**config.mk**
```make
export PLATFORM = sky130hd
export DESIGN_NAME = condicionador_botoes_flat
export DESIGN_NICKNAME = d
export VERILOG_FILES = /design/src/rtl/condicionador_botoes_pkg.sv /design/src/rtl/condicionador_botoes_if.sv /design/src/rtl/condicionador_botoes_debounce_bit.sv /design/src/rtl/condicionador_botoes.sv /design/src/flat_wrapper.sv
export SDC_FILE = /design/constraint.sdc
export NUM_CORES = 1
export LEC_CHECK = 0
export CAP_MARGIN = 20
export CORE_ASPECT_RATIO = 0.9
export CORE_MARGIN = 10
export CORE_UTILIZATION = 23
export DETAILED_ROUTE_END_ITERATION = 10
export MAX_ROUTING_LAYER = met4
export PLACE_DENSITY = 0.43
export SLEW_MARGIN = 20
export SYNTH_ARGS = -nofsm -noshare
export SYNTH_HDL_FRONTEND = slang
export SYNTH_SLANG_ARGS = --single-unit
```
**constraint.sdc**
```tcl
create_clock -name clock -period 4.36 [get_ports clock]
set_clock_uncertainty 0.05 [all_clocks]
set_input_delay 0.436 -clock clock [delete_from_list [all_inputs] [get_ports clock]]
set_output_delay 0.436 -clock clock [all_outputs]
set_load 0.005 [all_outputs]
```
**src/rtl/condicionador_botoes_pkg.sv**
```systemverilog
// Shared constants, FSM encoding and helpers for the button conditioner.
package botoes_pkg;
  localparam int N_BOTOES = 7;
  localparam int COD_W    = 3;
  localparam logic [COD_W-1:0] CODIGO_NENHUM = 3'd0;

  typedef enum logic [1:0] {
    OCIOSO        = 2'd0,
    ATIVO         = 2'd1,
    ESPERA_SOLTAR = 2'd2
  } estado_t;

  // Index+1 of the highest set bit; callers only pass one-hot vectors.
  function automatic logic [COD_W-1:0] codifica(input logic [N_BOTOES-1:0] v);
    codifica = CODIGO_NENHUM;
    for (int i = 0; i < N_BOTOES; i++)
      if (v[i]) codifica = COD_W'(i + 1);
  endfunction

  function automatic logic [2:0] popcount(input logic [N_BOTOES-1:0] v);
    popcount = '0;
    for (int i = 0; i < N_BOTOES; i++)
      popcount = popcount + 3'(v[i]);
  endfunction
endpackage

```
**src/rtl/condicionador_botoes_if.sv**
```systemverilog
// Button-side and datapath-side signals of the conditioner.
interface condicionador_botoes_if;
  import botoes_pkg::*;
  logic [N_BOTOES-1:0] botoes_raw;
  logic                enable;
  logic [N_BOTOES-1:0] botoes;
  logic [COD_W-1:0]    codigo;
  logic                pulso_jogada;
  logic                pressionado;
  logic                multiplo;

  modport master (
    output botoes_raw, enable,
    input  botoes, codigo, pulso_jogada, pressionado, multiplo
  );
  modport slave (
    input  botoes_raw, enable,
    output botoes, codigo, pulso_jogada, pressionado, multiplo
  );
endinterface

```
**src/rtl/condicionador_botoes_debounce_bit.sv**
```systemverilog
// Two-flop synchroniser plus counter-based debouncer for one button.
module debounce_bit #(
  parameter int DEBOUNCE_CYCLES = 10,
  parameter int CNT_W           = 4
) (
  input  logic clock,
  input  logic reset,
  input  logic bruto_i,
  output logic estavel_o
);
  localparam logic [CNT_W-1:0] C_MAX = CNT_W'(DEBOUNCE_CYCLES - 1);

  logic             sinc1_q, sinc_q, s_q, s_d;
  logic [CNT_W-1:0] c_q, c_d;

  // Any reversal back to the stable level restarts the count from zero.
  always_comb begin
    s_d = s_q;
    c_d = '0;
    if (sinc_q != s_q) begin
      if (c_q == C_MAX) s_d = sinc_q;
      else              c_d = c_q + 1'b1;
    end
  end

  always_ff @(posedge clock) begin
    if (reset) begin
      sinc1_q <= 1'b0;
      sinc_q  <= 1'b0;
      s_q     <= 1'b0;
      c_q     <= '0;
    end else begin
      sinc1_q <= bruto_i;
      sinc_q  <= sinc1_q;
      s_q     <= s_d;
      c_q     <= c_d;
    end
  end

  assign estavel_o = s_q;
endmodule

```
**src/rtl/condicionador_botoes.sv**
```systemverilog
// Debounces the note buttons and accepts single one-hot presses as clean pulses.
module condicionador_botoes
  import botoes_pkg::*;
#(
  parameter int DEBOUNCE_CYCLES = 10,
  parameter int CNT_W           = 4
) (
  input logic                   clock,
  input logic                   reset,
  condicionador_botoes_if.slave bus
);
  logic [N_BOTOES-1:0] s;
  logic                one_hot;

  for (genvar i = 0; i < N_BOTOES; i++) begin : g_db
    debounce_bit #(.DEBOUNCE_CYCLES(DEBOUNCE_CYCLES), .CNT_W(CNT_W)) u_db (
      .clock    (clock),
      .reset    (reset),
      .bruto_i  (bus.botoes_raw[i]),
      .estavel_o(s[i])
    );
  end

  assign one_hot = (s != '0) && ((s & (s - 1'b1)) == '0);

  estado_t             estado_q;
  logic [N_BOTOES-1:0] botoes_q;
  logic [COD_W-1:0]    codigo_q;
  logic                pulso_q, press_q, mult_q;

  always_ff @(posedge clock) begin
    if (reset) begin
      estado_q <= OCIOSO;
      botoes_q <= '0;
      codigo_q <= CODIGO_NENHUM;
      pulso_q  <= 1'b0;
      press_q  <= 1'b0;
      mult_q   <= 1'b0;
    end else begin
      pulso_q <= 1'b0;
      press_q <= |s;
      mult_q  <= popcount(s) >= 3'd2;
      case (estado_q)
        OCIOSO: begin
          if (bus.enable && one_hot) begin
            estado_q <= ATIVO;
            botoes_q <= s;
            codigo_q <= codifica(s);
            pulso_q  <= 1'b1;
          end else if (s != '0) begin
            estado_q <= ESPERA_SOLTAR;
          end
        end
        ATIVO: begin
          // Release goes idle; anything else that disturbs the held press must be fully released first.
          if (s == '0) begin
            estado_q <= OCIOSO;
            botoes_q <= '0;
            codigo_q <= CODIGO_NENHUM;
          end else if (!bus.enable || s != botoes_q) begin
            estado_q <= ESPERA_SOLTAR;
            botoes_q <= '0;
            codigo_q <= CODIGO_NENHUM;
          end
        end
        ESPERA_SOLTAR: if (s == '0) estado_q <= OCIOSO;
        default:       estado_q <= OCIOSO;
      endcase
    end
  end

  assign bus.botoes       = botoes_q;
  assign bus.codigo       = codigo_q;
  assign bus.pulso_jogada = pulso_q;
  assign bus.pressionado  = press_q;
  assign bus.multiplo     = mult_q;
endmodule
```
**src/flat_wrapper.sv**
```systemverilog
// flat-port wrapper written by rule: the top's interface ports become plain ports
module condicionador_botoes_flat import botoes_pkg::*;
#(
  parameter int DEBOUNCE_CYCLES = 10,
  parameter int CNT_W           = 4
)
  (clock, reset, bus_botoes_raw, bus_enable, bus_botoes, bus_codigo, bus_pulso_jogada, bus_pressionado, bus_multiplo);
  condicionador_botoes_if bus_i ();
  input logic clock;
  input logic reset;
  input wire logic [$bits(bus_i.botoes_raw)-1:0] bus_botoes_raw;
  input wire logic [$bits(bus_i.enable)-1:0] bus_enable;
  output wire logic [$bits(bus_i.botoes)-1:0] bus_botoes;
  output wire logic [$bits(bus_i.codigo)-1:0] bus_codigo;
  output wire logic [$bits(bus_i.pulso_jogada)-1:0] bus_pulso_jogada;
  output wire logic [$bits(bus_i.pressionado)-1:0] bus_pressionado;
  output wire logic [$bits(bus_i.multiplo)-1:0] bus_multiplo;
  assign bus_i.botoes_raw = bus_botoes_raw;
  assign bus_i.enable = bus_enable;
  assign bus_botoes = bus_i.botoes;
  assign bus_codigo = bus_i.codigo;
  assign bus_pulso_jogada = bus_i.pulso_jogada;
  assign bus_pressionado = bus_i.pressionado;
  assign bus_multiplo = bus_i.multiplo;
  condicionador_botoes #(.DEBOUNCE_CYCLES(DEBOUNCE_CYCLES), .CNT_W(CNT_W)) u_core (.clock(clock), .reset(reset), .bus(bus_i));
endmodule
```
# Word-level counts from Yosys, hierarchy flattened
# Index checks and enable logic that the tools add are counted.
[op_classes] n_reduce_logical=27 n_addsub=14 n_eq_ne=21 n_lt_le_gt_ge=1 bitwise_logic=9 n_mux=22
[op_table] op="4-bit by 1-bit adder with 4-bit output, second input constant" n=7
[op_table] op="4-bit equality test, second input constant" n=7
[op_table] op="3-bit two-way mux" n=7
[op_table] op="7-bit two-way mux" n=3
[op_table] op="3-bit OR reduction" n=7
[op_table] op="3-bit by 1-bit adder with 3-bit output" n=5
[op_table] op="7-bit logical NOT" n=2
[op_table] op="2-bit two-way mux" n=7
[op_table] op="7-bit one-hot mux with 2 select lines" n=1
[op_table] op="2-bit AND reduction" n=7
[op_table] op="1-bit NOT" n=8
[op_table] op="7-bit AND" n=1
[op_table] op="1-bit != test" n=7
[op_table] op="7-bit != test" n=1
[op_table] op="7-bit nonzero test" n=1
[op_table] op="7-bit OR reduction" n=1
[op_table] op="7-bit by 1-bit subtractor with 7-bit output, second input constant" n=1
[op_table] op="3-bit by 1-bit != test with 1-bit output, second input constant" n=2
[op_table] op="2-bit one-hot mux with 3 select lines" n=1
[op_table] op="3-bit one-hot mux with 2 select lines" n=1
[op_table] op="3-bit AND reduction" n=2
[op_table] op="2-bit by 1-bit != test with 1-bit output, second input constant" n=2
[op_table] op="3-bit by 2-bit greater-or-equal comparator with 1-bit output, second input constant" n=1
[op_table] op="1-bit by 1-bit adder with 2-bit output" n=1
[op_table] op="other kinds (9)" n=11
[word_totals] inputBits=10 regBits=64 out_inout_bits=13

# Longest topological paths before layout
[logic_depth] depth_word=9 mapped_depth=11 depth_no_buf=10

# Hierarchy
# From an unflattened synthesis, not the netlist that was laid out.
[hier_totals] cells_unflattened=260 area_unflattened_um2=2778.9
[by_module_without_submodules] module="debounce_bit" cells_each=24 area_each_um2=269.0 seq_area_each_um2=140.1 instances=7
[by_module_without_submodules] module="condicionador_botoes" cells_each=92 area_each_um2=895.9 seq_area_each_um2=300.3 instances=1

# Least setup slack after synthesis
# OpenSTA, ideal clock, no wires.
[synth_path] path_type="register to register" startpoint="reg u_core.g_db[0].u_db.s_q" endpoint="reg u_core.mult_q (netlist: u_core.bus.multiplo)" path_buffers=0 arrival_ps=2541 path_slack_ps=1642 t_required_ps=4182 stages_incl_launch_ff=11 cell_sequence="dfxtp_1 > inv_1 > ha_1 > inv_1 > fa_1 > fa_1 > nor2b_1 > fa_1 > xor2_1 > nor2_1 > nor2_1"
[synth_between] elab_chain_len=7
[synth_lines] item="start: declaration" line="condicionador_botoes_debounce_bit.sv:13" rtl="logic sinc1_q, sinc_q, s_q, s_d;"
[synth_lines] item="start signal: assignment" line="condicionador_botoes_debounce_bit.sv:30" rtl="s_q <= 1'b0;"
[synth_lines] item="start signal: assignment" line="condicionador_botoes_debounce_bit.sv:35" rtl="s_q <= s_d;"
[synth_lines] item="1-bit by 1-bit adder with 2-bit output" line="condicionador_botoes_pkg.sv:23" rtl="popcount = popcount + 3'(v[i]);"
[synth_lines] item="3-bit by 1-bit adder with 3-bit output (5 in series)" line="condicionador_botoes_pkg.sv:23"
[synth_lines] item="3-bit by 2-bit greater-or-equal comparator with 1-bit output" line="condicionador_botoes.sv:42" rtl="mult_q <= popcount(s) >= 3'd2;"
[synth_lines] item="end signal: assignment" line="condicionador_botoes.sv:38" rtl="mult_q <= 1'b0;"
[synth_lines] item="end signal: assignment" line="condicionador_botoes.sv:42"
[synth_lines] item="end: declaration" line="condicionador_botoes.sv:29" rtl="logic pulso_q, press_q, mult_q;"
# No other way between the ends.
# A chain may end at the register's enable or synchronous reset.

# Worst setup path in the final report
# Same ends and word-level chain as after synthesis.

==> results.md <==
- Run status: complete, no violations
- Post-synth ARST share: 0%
- CTS resizes: 0
- Final worst slack: 1.503 ns
- RSZ-0062 raised after global routing: false
- Total power: 1353 uW
- Netlist cell types: 35
- Core Area: 0.01153 sq mm
- Crit share post-route: roughly two thirds
- Post-CTS Setup Repair Bufs: 0
- CTS Hold Bufs: 0
- Synth Instances: 282
- Mean area per synthesized cell: just under 10 sq um
- CP dominant cell by count: fa_1
- Drt total wl: 5152 um
- Maximum root-to-sink buffer count: 2
- DP HPWL: 3689 um
- Top delay family on crit path: adder cells
- Worst-Skew Late Latency: 0.32 ns
- Synth Register Bits: 64
- Buffers added on ports: 22
- Post-synth EDFFs: 0
- Fin util: between 20% and 30%
- Initial core utilization: 23.75%
- WHS Path Cells: 1
- Static leakage: 0.001315 uW
- Slew Viols, Final: 0
- Pwr per Cell Area: 397.5 mW/mm^2
- Die area: about 0.017 sq mm
- Die H: 123.5 um
- Fmax: 0.3500 GHz
- CTS root buffer: clkbuf_16
- Worst-Margin Slew: 0.5307 ns
- Ys Warns: 0
- First-pass GRT wire length: 8983 um
- Worst Reg2Reg Path Length in Cells: 10
- Share of post-route cells with drive strength above 1: 8.039%
- Worst R2R End: u_core.bus.multiplo$_SDFF_PP0_
- Top Ports: 23
- Seq/Total Area, Yosys: 46.80%
- Peak fanout along the critical path: 8
- # DRC: 0
- Post-route ant nets: 0
- Row cnt: 37
- Post-place setup slack: between 1 and 1.5 ns
- CP max stage cell: fa_1
- Hold Fails Final Rpt: 0
- CP peak stage delay: 0.54 ns
- # nets final: approximately 340
- CTS Buf Count: 9
- Vias per inst: 3.904
- Synthesized area: 0.002738 sq mm
- Via count: roughly 1,800
- Antenna diodes: 0
- Die W: roughly 140 um
- First DRT Iteration DRCs: between 60 and 70
- Synthesized Nets: 314
- H-Tree Level Count: 3
- Max VDD drop: between 0.00015 and 0.0002 V
- R2R Path Start: u_core.g_db[0].u_db.estavel_o$_SDFFE_PP0P_
- Worst path cell trace: inv_1 -> ha_1 -> inv_1 -> fa_1 -> fa_1 -> nor2b_1 -> fa_1 -> xor2_1 -> nor2_1 -> nor2_1
- Fin Setup TNS: 0 ns
- WHS Endpoint: u_core.g_db[2].u_db.sinc_q$_SDFF_PP0_
- CP Class: flop to flop
- Grt ovf: 0
- # fillers: 1,191
- Critical Path AT: about 3.0 ns
- Crit path buffers/inverters: 2
- Main synth FF type: dfxtp_1
- CTS clk-pin slew, worst paths: 0.05 ns
- CTS Sinks: 64
- Final min period: 2.857 ns
- CP Capture Type: flop
- Hold path startpoint: u_core.g_db[2].u_db.sinc1_q$_SDFF_PP0_
- R2R setup slack: 1.50 ns
- Routed length per instance: between 10 and 15 um
- Overall Global Routing Usage: 7.022%
- Pre-antenna DRT Iters: 4
- Rel. slew slack: between 60 and 70%
- Antenna violations before repair: 0
- Crit path launch type: flop
- Max-cap violations: 0
- Min-delay worst type: flop to flop
- Largest net degree at the start of global routing: 35
- Req. time, crit path: 4.51 ns
- CTS tree: built
- Final setup fails: 0
- GPL Wtd Cong: 0.7753
- P&R area growth vs syn: 24.31%
- Number of global-route vias before repair: ~1,800
==> worst max path at each step <==
stage,startpoint,endpoint,slack [ns],cells after the start
floorplan,u_core.g_db[0].u_db.estavel_o$_SDFFE_PP0P_,u_core.bus.multiplo$_SDFF_PP0_,1.64,10
global placement,u_core.g_db[0].u_db.estavel_o$_SDFFE_PP0P_,u_core.bus.multiplo$_SDFF_PP0_,1.53,10
detailed placement,u_core.g_db[0].u_db.estavel_o$_SDFFE_PP0P_,u_core.bus.multiplo$_SDFF_PP0_,1.49,10
CTS,u_core.g_db[0].u_db.estavel_o$_SDFFE_PP0P_,u_core.bus.multiplo$_SDFF_PP0_,1.48,10
global route,u_core.g_db[0].u_db.estavel_o$_SDFFE_PP0P_,u_core.bus.multiplo$_SDFF_PP0_,1.32,10
finish,u_core.g_db[0].u_db.estavel_o$_SDFFE_PP0P_,u_core.bus.multiplo$_SDFF_PP0_,1.50,10
==> Yosys cell counts (all sizes together) (8+ instances only) <==
cell type | n | area (sq um)
xor2 | 15 | 131.4
nand2 | 15 | 56.30
dfxtp | 64 | 1281
ha | 19 | 237.7
xnor2 | 14 | 122.6
o21ai | 8 | 40.04
nor2 | 43 | 161.4
a22o | 10 | 87.58
a21oi | 8 | 40.04
nor2b | 17 | 106.4
or3 | 8 | 50.05
inv | 18 | 67.56
==> report_power, final <==
part	internal [uW]	switching, uW	total (uW)
sequential	593	4.32	598
clock	471	256	727
combinational	15.3	12.7	28.1
total	1080	273	1350
==> kinds of logic after synthesis <==
| family | Yosys count | share of synthesized area (%) |
|---|---|---|
| fa+ha+maj | 22 | 10.88 |
| xor+xnor | 29 | 9.278 |
| compound gates | 38 | 10.01 |
| buf+inv | 28 | 4.844 |
| simple gates | 101 | 18.19 |
| flops | 64 | 46.80 |
==> layout by cell type (no fill, tap or decap), types with 2 or more instances in the layout <==
master and count:
clkinv_2 2, o21ai_0 8, nand2b_1 2, nand2_1 15, or2_2 2, inv_1 18, clkinvlp_4 2, a31oi_1 2
nor2b_1 17, xor2_1 15, clkbuf_8 2, a22o_1 10, a21oi_1 8, nand3_1 7, nor2_1 43, ha_1 19
clkbuf_16 9, nor4_1 3, fa_1 3, dfxtp_1 64, clkdlybuf4s50_1 22, or3_1 8, xnor2_1 14
==> layer usage <==
metal	track usage, %	wire length (um)	up-vias
met2	10.57	2282	22
met5	-	0	-
met4	3.831	121	0
li1	-	-	973
met3	1.987	175	12
met1	8.359	2573	816
==> worst register-to-register path: cells and delay by family (launching register included) <==
kind	cells	cell delay, ns
xor+xnor	1	0.15
fa+ha+maj	4	1.70
buf+inv	2	0.18
flops	1	0.48
simple gates	3	0.17
==> flip-flops by register name, summed over array words and instances (netlist names) <==
signal                      cells
u_core.bus.botoes               7
u_core.bus.pressionado          1
u_core.bus.codigo               3
u_core.bus.multiplo             1
u_core.g_db.u_db.estavel_o      7
u_core.bus.pulso_jogada         1
u_core.g_db.u_db.sinc_q         7
u_core.g_db.u_db.sinc1_q        7
u_core.g_db.u_db.c_q           28
u_core.estado_q                 2
==> layout make-up <==
cell class | count | area [sq um] | area share, %
clock inverter | 5 | 55.05 | 1.618
tap | 156 | 195.2 | 5.735
sequential | 64 | 1281 | 37.65
timing repair buffer | 23 | 227.7 | 6.691
multi-input combinational | 190 | 1324 | 38.90
clock buffer | 11 | 252.7 | 7.426
inverter | 18 | 67.56 | 1.985
==> metrics by stage <==
stage	instance area, sq um	hold slack [ns]	instances
6_report	3403	0.3809	467
5_1_grt	3403	0.4018	467
4_1_cts	3403	0.3832	467
3_5_place_dp	3095	0.3734	451
3_3_place_gp	3095	0.3712	451
2_1_floorplan	2738	0.3638	282
Note: power is estimated with default switching activity, not from simulation.
